## src/rtl/alu_arb_pkg.sv

```systemverilog
// Shared types and widths for the two-requester ALU arbiter.
//   state_e : arbiter FSM states
//   NUM_W   : operand width
//   OP_W    : opcode width
//   RES_W   : ALU result width
package alu_arb_pkg;

    localparam int NUM_W = 8;
    localparam int OP_W  = 3;
    localparam int RES_W = 32;

    typedef enum logic [1:0] {
        IDLE  = 2'd0,
        ISSUE = 2'd1,
        RESP  = 2'd2
    } state_e;

endpackage

```

## src/rtl/alu_arbiter_if.sv

```systemverilog
// Bundle of every non-clock signal of the ALU arbiter.
//   slave  : arbiter side (takes requests, drives ALU operands and the response)
//   master : environment side (requesters, shared ALU, response consumer)
// Signals:
//   req0_*/req1_* : valid/num/op from each requester, ready back to each
//   alu_num/alu_op/alu_result : shared ALU port
//   rsp_valid/rsp_id/rsp_data/rsp_ready : response handshake
//   disp_result : last completed result, busy : operation in flight
interface alu_arbiter_if;
    import alu_arb_pkg::*;

    logic             req0_valid;
    logic [NUM_W-1:0] req0_num;
    logic [OP_W-1:0]  req0_op;
    logic             req0_ready;
    logic             req1_valid;
    logic [NUM_W-1:0] req1_num;
    logic [OP_W-1:0]  req1_op;
    logic             req1_ready;
    logic [NUM_W-1:0] alu_num;
    logic [OP_W-1:0]  alu_op;
    logic [RES_W-1:0] alu_result;
    logic             rsp_valid;
    logic             rsp_id;
    logic [RES_W-1:0] rsp_data;
    logic             rsp_ready;
    logic [RES_W-1:0] disp_result;
    logic             busy;

    modport slave (
        input  req0_valid, req0_num, req0_op, req1_valid, req1_num, req1_op,
        input  alu_result, rsp_ready,
        output req0_ready, req1_ready, alu_num, alu_op,
        output rsp_valid, rsp_id, rsp_data, disp_result, busy
    );

    modport master (
        output req0_valid, req0_num, req0_op, req1_valid, req1_num, req1_op,
        output alu_result, rsp_ready,
        input  req0_ready, req1_ready, alu_num, alu_op,
        input  rsp_valid, rsp_id, rsp_data, disp_result, busy
    );

endinterface

```

## src/rtl/rr_arb2.sv

```systemverilog
// Two-way round-robin grant, purely combinational.
//   i_valid[1:0] : request lines (bit 0 = requester 0)
//   i_last       : index of the requester granted most recently
//   o_grant[1:0] : one-hot grant, zero when nobody requests
module rr_arb2 (
    input  logic [1:0] i_valid,
    input  logic       i_last,
    output logic [1:0] o_grant
);

    always_comb begin
        o_grant = i_valid;
        // On a tie the requester that did not win last time takes it.
        if (i_valid == 2'b11) begin
            o_grant = i_last ? 2'b01 : 2'b10;
        end
    end

endmodule

```

## src/rtl/alu_arbiter.sv

```systemverilog
// Shares one ALU between two requesters. A granted operation is held on the
// ALU for ALU_LAT cycles, its result is captured and offered as a response
// until consumed, then the arbiter returns to IDLE.
//   clk   : rising-edge clock
//   reset : synchronous, active-high
//   bus   : alu_arbiter_if.slave (requests, ALU port, response, display, busy)
module alu_arbiter
    import alu_arb_pkg::*;
#(
    parameter int unsigned ALU_LAT = 1
) (
    input  logic         clk,
    input  logic         reset,
    alu_arbiter_if.slave bus
);

    localparam int unsigned CNT_W = 4;

    state_e           r_state;
    state_e           w_state_next;
    logic [NUM_W-1:0] r_num;
    logic [OP_W-1:0]  r_op;
    logic             r_id;
    logic             r_last;
    logic [CNT_W-1:0] r_cnt;
    logic [RES_W-1:0] r_result;

    logic [1:0]       w_grant;
    logic             w_can_grant;
    logic             w_xfer;
    logic             w_issue_done;

    rr_arb2 u_rr_arb2 (
        .i_valid ({bus.req1_valid, bus.req0_valid}),
        .i_last  (r_last),
        .o_grant (w_grant)
    );

    // Grants are only visible in IDLE and never while reset is being applied.
    assign w_can_grant  = (r_state == IDLE) && !reset;
    assign w_xfer       = w_can_grant && (w_grant != 2'b00);
    assign w_issue_done = (r_state == ISSUE) && (r_cnt == CNT_W'(ALU_LAT - 1));

    always_comb begin
        w_state_next = r_state;
        unique case (r_state)
            IDLE:    if (w_xfer)        w_state_next = ISSUE;
            ISSUE:   if (w_issue_done)  w_state_next = RESP;
            RESP:    if (bus.rsp_ready) w_state_next = IDLE;
            default:                    w_state_next = IDLE;
        endcase
    end

    always_ff @(posedge clk) begin
        if (reset) begin
            r_state  <= IDLE;
            r_num    <= '0;
            r_op     <= '0;
            r_id     <= 1'b0;
            r_last   <= 1'b1;
            r_cnt    <= '0;
            r_result <= '0;
        end else begin
            r_state <= w_state_next;
            if (w_xfer) begin
                r_num  <= w_grant[1] ? bus.req1_num : bus.req0_num;
                r_op   <= w_grant[1] ? bus.req1_op  : bus.req0_op;
                r_id   <= w_grant[1];
                r_last <= w_grant[1];
                r_cnt  <= '0;
            end else if (r_state == ISSUE) begin
                r_cnt <= r_cnt + CNT_W'(1);
            end
            // One register feeds both the response and the display: they are
            // captured together and the display must outlive the response.
            if (w_issue_done) begin
                r_result <= bus.alu_result;
            end
        end
    end

    assign bus.req0_ready  = w_can_grant && w_grant[0];
    assign bus.req1_ready  = w_can_grant && w_grant[1];
    assign bus.alu_num     = (r_state == IDLE) ? '0 : r_num;
    assign bus.alu_op      = (r_state == IDLE) ? '0 : r_op;
    assign bus.rsp_valid   = (r_state == RESP);
    assign bus.rsp_id      = r_id;
    assign bus.rsp_data    = r_result;
    assign bus.disp_result = r_result;
    assign bus.busy        = (r_state != IDLE);

endmodule

```

## src/flat_wrapper.sv

```systemverilog
// flat-port wrapper written by rule: the top's interface ports become plain ports
module alu_arbiter_flat import alu_arb_pkg::*;
#(
    parameter int unsigned ALU_LAT = 1
)
  (clk, reset, bus_req0_valid, bus_req0_num, bus_req0_op, bus_req1_valid, bus_req1_num, bus_req1_op, bus_alu_result, bus_rsp_ready, bus_req0_ready, bus_req1_ready, bus_alu_num, bus_alu_op, bus_rsp_valid, bus_rsp_id, bus_rsp_data, bus_disp_result, bus_busy);
  alu_arbiter_if bus_i ();
  input  logic clk;
  input  logic reset;
  input wire logic [$bits(bus_i.req0_valid)-1:0] bus_req0_valid;
  input wire logic [$bits(bus_i.req0_num)-1:0] bus_req0_num;
  input wire logic [$bits(bus_i.req0_op)-1:0] bus_req0_op;
  input wire logic [$bits(bus_i.req1_valid)-1:0] bus_req1_valid;
  input wire logic [$bits(bus_i.req1_num)-1:0] bus_req1_num;
  input wire logic [$bits(bus_i.req1_op)-1:0] bus_req1_op;
  input wire logic [$bits(bus_i.alu_result)-1:0] bus_alu_result;
  input wire logic [$bits(bus_i.rsp_ready)-1:0] bus_rsp_ready;
  output wire logic [$bits(bus_i.req0_ready)-1:0] bus_req0_ready;
  output wire logic [$bits(bus_i.req1_ready)-1:0] bus_req1_ready;
  output wire logic [$bits(bus_i.alu_num)-1:0] bus_alu_num;
  output wire logic [$bits(bus_i.alu_op)-1:0] bus_alu_op;
  output wire logic [$bits(bus_i.rsp_valid)-1:0] bus_rsp_valid;
  output wire logic [$bits(bus_i.rsp_id)-1:0] bus_rsp_id;
  output wire logic [$bits(bus_i.rsp_data)-1:0] bus_rsp_data;
  output wire logic [$bits(bus_i.disp_result)-1:0] bus_disp_result;
  output wire logic [$bits(bus_i.busy)-1:0] bus_busy;
  assign bus_i.req0_valid = bus_req0_valid;
  assign bus_i.req0_num = bus_req0_num;
  assign bus_i.req0_op = bus_req0_op;
  assign bus_i.req1_valid = bus_req1_valid;
  assign bus_i.req1_num = bus_req1_num;
  assign bus_i.req1_op = bus_req1_op;
  assign bus_i.alu_result = bus_alu_result;
  assign bus_i.rsp_ready = bus_rsp_ready;
  assign bus_req0_ready = bus_i.req0_ready;
  assign bus_req1_ready = bus_i.req1_ready;
  assign bus_alu_num = bus_i.alu_num;
  assign bus_alu_op = bus_i.alu_op;
  assign bus_rsp_valid = bus_i.rsp_valid;
  assign bus_rsp_id = bus_i.rsp_id;
  assign bus_rsp_data = bus_i.rsp_data;
  assign bus_disp_result = bus_i.disp_result;
  assign bus_busy = bus_i.busy;
  alu_arbiter #(.ALU_LAT(ALU_LAT)) u_core (.clk(clk), .reset(reset), .bus(bus_i));
endmodule
```

## config.mk

```make
export PLATFORM = sky130hd
export DESIGN_NAME = alu_arbiter_flat
export DESIGN_NICKNAME = d
export VERILOG_FILES = /design/src/rtl/alu_arb_pkg.sv /design/src/rtl/alu_arbiter_if.sv /design/src/rtl/rr_arb2.sv /design/src/rtl/alu_arbiter.sv /design/src/flat_wrapper.sv
export SDC_FILE = /design/constraint.sdc
export NUM_CORES = 1
export LEC_CHECK = 0
export CAP_MARGIN = 20
export CORE_UTILIZATION = 39
export DETAILED_ROUTE_END_ITERATION = 7
export PLACE_DENSITY = 0.81
export SYNTH_ARGS = -nofsm -noshare
export SYNTH_HDL_FRONTEND = slang
export SYNTH_SLANG_ARGS = --single-unit
```

## constraint.sdc

```tcl
create_clock -name clk -period 2 [get_ports clk]
set_input_delay 0.5 -clock clk [delete_from_list [all_inputs] [get_ports clk]]
set_output_delay 0.5 -clock clk [all_outputs]
set_load 0.02 [all_outputs]
```

==> impl_results.md <==
- Status: complete, no violations
- First-pass GRT wire length: 10,290 µm
- Core Rows: 29
- Nets: 456
- Die Width: 82.78 µm
- Worst-skew pair later-pin latency: 0.29 ns
- Setup repair bufs after CTS: 0
- Via Count: around 2,400
- Worst Hold Class: flop to flop
- Register area: 0.001021 mm²
- Most frequent cells in the layout: clkdlybuf4s50_1 (120), dfxtp_1 (51), a21oi_1 (46)
- Yosys top cell by area: dfxtp_1
- Routed wire length: 6734 µm
- Crit path kind: flop to output port
- Number of global-route vias before repair: 2,170
- Clock Path Buffers: 2
- Kind of end point of the critical path: output port
- Yosys reg bits: 51
- CTS Buf Count: 5
- Largest net degree at the start of global routing: around 50
- Final Non-Filler Cells: 473
- Gpl congestion: 0.7237
- Largest cells by area after synthesis: dfxtp_1 (40%), buf_4 (9.7%), a21oi_1 (9.0%)
- Worst Path Arrival: about 1.4 ns
- WL per Instance: 14.24 µm
- Port bufs: 138
- Lkg Pwr: 1.469 nW
- Area Overhead vs Synth: 52.70%
- Mapped Cells: 290
- Design area: 0.003886 mm²
- Yosys cell types: 36
- Final Core Density: 61.55%
- Largest stage delay, worst path: 0.41 ns
- Nature of the critical path startpoint: flop
- Clk sinks: 51
- Worst slew pin tran: 0.5650 ns
- Fillers: between 500 and 600
- DRT Pass-1 Iters: 4
- Die area: 0.006853 mm²
- N_diodes: 0
- DP Wirelength: just under 5000 µm
- Critical Path, Cell by Cell: nor2_4 -> buf_4 -> and2b_1 -> dlygate4sd2_1
- Sequential share of the synthesized area: 40.12%
- Tot GR Track Use: around 20%
- CTS tree: done
- Most common cell after layout, fill and taps aside: clkdlybuf4s50_1
- Die height: 82.78 µm
- Slew headroom: between 60% and 70%
- Unrepaired setup endpoints after global routing: false
- Syn Nets: 351
- Maximum vdd drop: 0.0003645 V
- Hold buffer count at cts: 0
- DRT iter0 DRCs: 96
- Initial antenna violation count: 0
- Worst path slowest cell: dfxtp_1
- Smallest hold slack: about 0.5 ns
- Share of layout cells above drive strength 1: a little under an eighth
- Setup ws final: about 0.063 ns
- Pwr per Cell Area: ~760 mW/mm²
- Clock Skew: 0.007492 ns
- Initial Utilization: 40.31%
- Fin. max-slew vios: 0
- Drt drc: 0
- Mapped Area: 0.002545 mm²
- Required @ worst endpoint: 1.50 ns
- Area fraction of the dominant cell type after synthesis: 40.12%
- Area after DPL: 0.003770 mm²
- Placed Cells: 464
- I/O Pins: 139
- Root buffer cell: clkbuf_8
- Area of the multi-input gates: 0.001141 mm²
- Hold Fails Final Rpt: 0
- Crit Path Max Fanout: 5
- Vias per cell: 5.061
- Placement Setup Slack: -0.3835 ns
- Core footprint: 0.006314 mm²
- Routed Antenna Nets: 0
- # Max-Cap Violations: 0
- Clk slew on worst S/H paths: approximately 0.09 ns
- Period utilisation layout: 96.86%
- Global route total overflow: 0
- Endpoints failing setup: 0
- Synth Warn #: 0
- F_max: between 0.5 and 0.6 GHz
- Avg Synthesized Cell Area: about 9 µm²
- Minimum clock period: 1.937 ns
- H-tree Lvls: 2
[sequential cells by signal, indices dropped and copies added (netlist names)]
signal / count
u_core.r_last: 1
u_core.bus.disp_result: 32
u_core.bus.rsp_id: 1
u_core.r_state: 2
u_core.r_cnt: 4
u_core.r_op: 3
u_core.r_num: 8
[critical path, delay by kind of cell, from the launching register on]
family	cells	cell delay [ns]
simple gates	2	0.25
buf+inv	2	0.49
flops	1	0.41
[per-stage QoR]
| stage | power [W] | setup TNS [ns] |
|---|---|---|
| finish | 0.002948 | 0 |
| global route | 0.003117 | 0 |
| CTS | 0.002968 | 0 |
| detailed placement | 0.002254 | -0.9921 |
| global placement | 0.002232 | -0.7153 |
| floorplan | 0.001833 | 0 |
[what timing repair did]
action                                  in CTS  in global routing
endpoints found under the setup margin      15                  9
gates cloned                                 0                  1
resized for setup                           22                 11
[Yosys cell counts (all sizes together)]
cell type  instances
nor2b              5
and3               1
o21ai             33
buf               50
a2111oi            1
nor3b              1
a221o              1
a21o               1
nand3b             1
or3                1
mux2i             11
clkbuf             8
and2               2
xor2               1
nor3               1
and2b              8
a21boi             1
nor2               5
nand2              4
inv                4
or3b               2
a21oi             46
nand2b             2
ha                 2
or2                1
a22oi              2
nand3             33
a211oi            11
dfxtp             51
[path summary, 6_finish.rpt]
check,start,to,slack (ns),cells past startpoint
worst min-delay path,u_core.r_cnt[0],u_core.r_cnt[0],0.50,2
worst min register to register,u_core.r_cnt[0],u_core.r_cnt[0],0.50,2
worst max-delay path,u_core.r_state[1],bus_alu_num[5],0.06,4
worst max register to register,u_core.r_state[1],u_core.bus.disp_result[2],0.41,5
[cell families after synthesis]
family | after synthesis | synth area share (%)
simple gates | 67 | 15.44
xor+xnor | 1 | 0.3442
mux | 11 | 4.327
compound gates | 96 | 23.11
buf+inv | 62 | 15.68
fa+ha+maj | 2 | 0.9831
flops | 51 | 40.12
[power breakdown]
part	internal (W)	switching (W)	total, W
clock network	0.000405	0.000319	0.000724
registers	0.00111	0.0000662	0.00118
logic	0.000513	0.000533	0.00105
[per-layer routing]
layer,global-route usage [%],vias up,wire [µm]
li1,-,1193,-
met2,35.82,81,3472
met3,3.060,8,375
met5,0,-,0
met4,7.414,0,99
met1,23.51,1112,2786
[area by class of cell]
cell class | count | area share [%]
Clock inverter | 2 | 0.9015
Multi-Input combinational cell | 177 | 29.36
Clock buffer | 6 | 2.125
Tap cell | 77 | 2.479
Inverter | 4 | 0.3863
Sequential cell | 51 | 26.27
Timing Repair Buffer | 156 | 38.47
No activity file was read; power rests on OpenSTA's default activity.
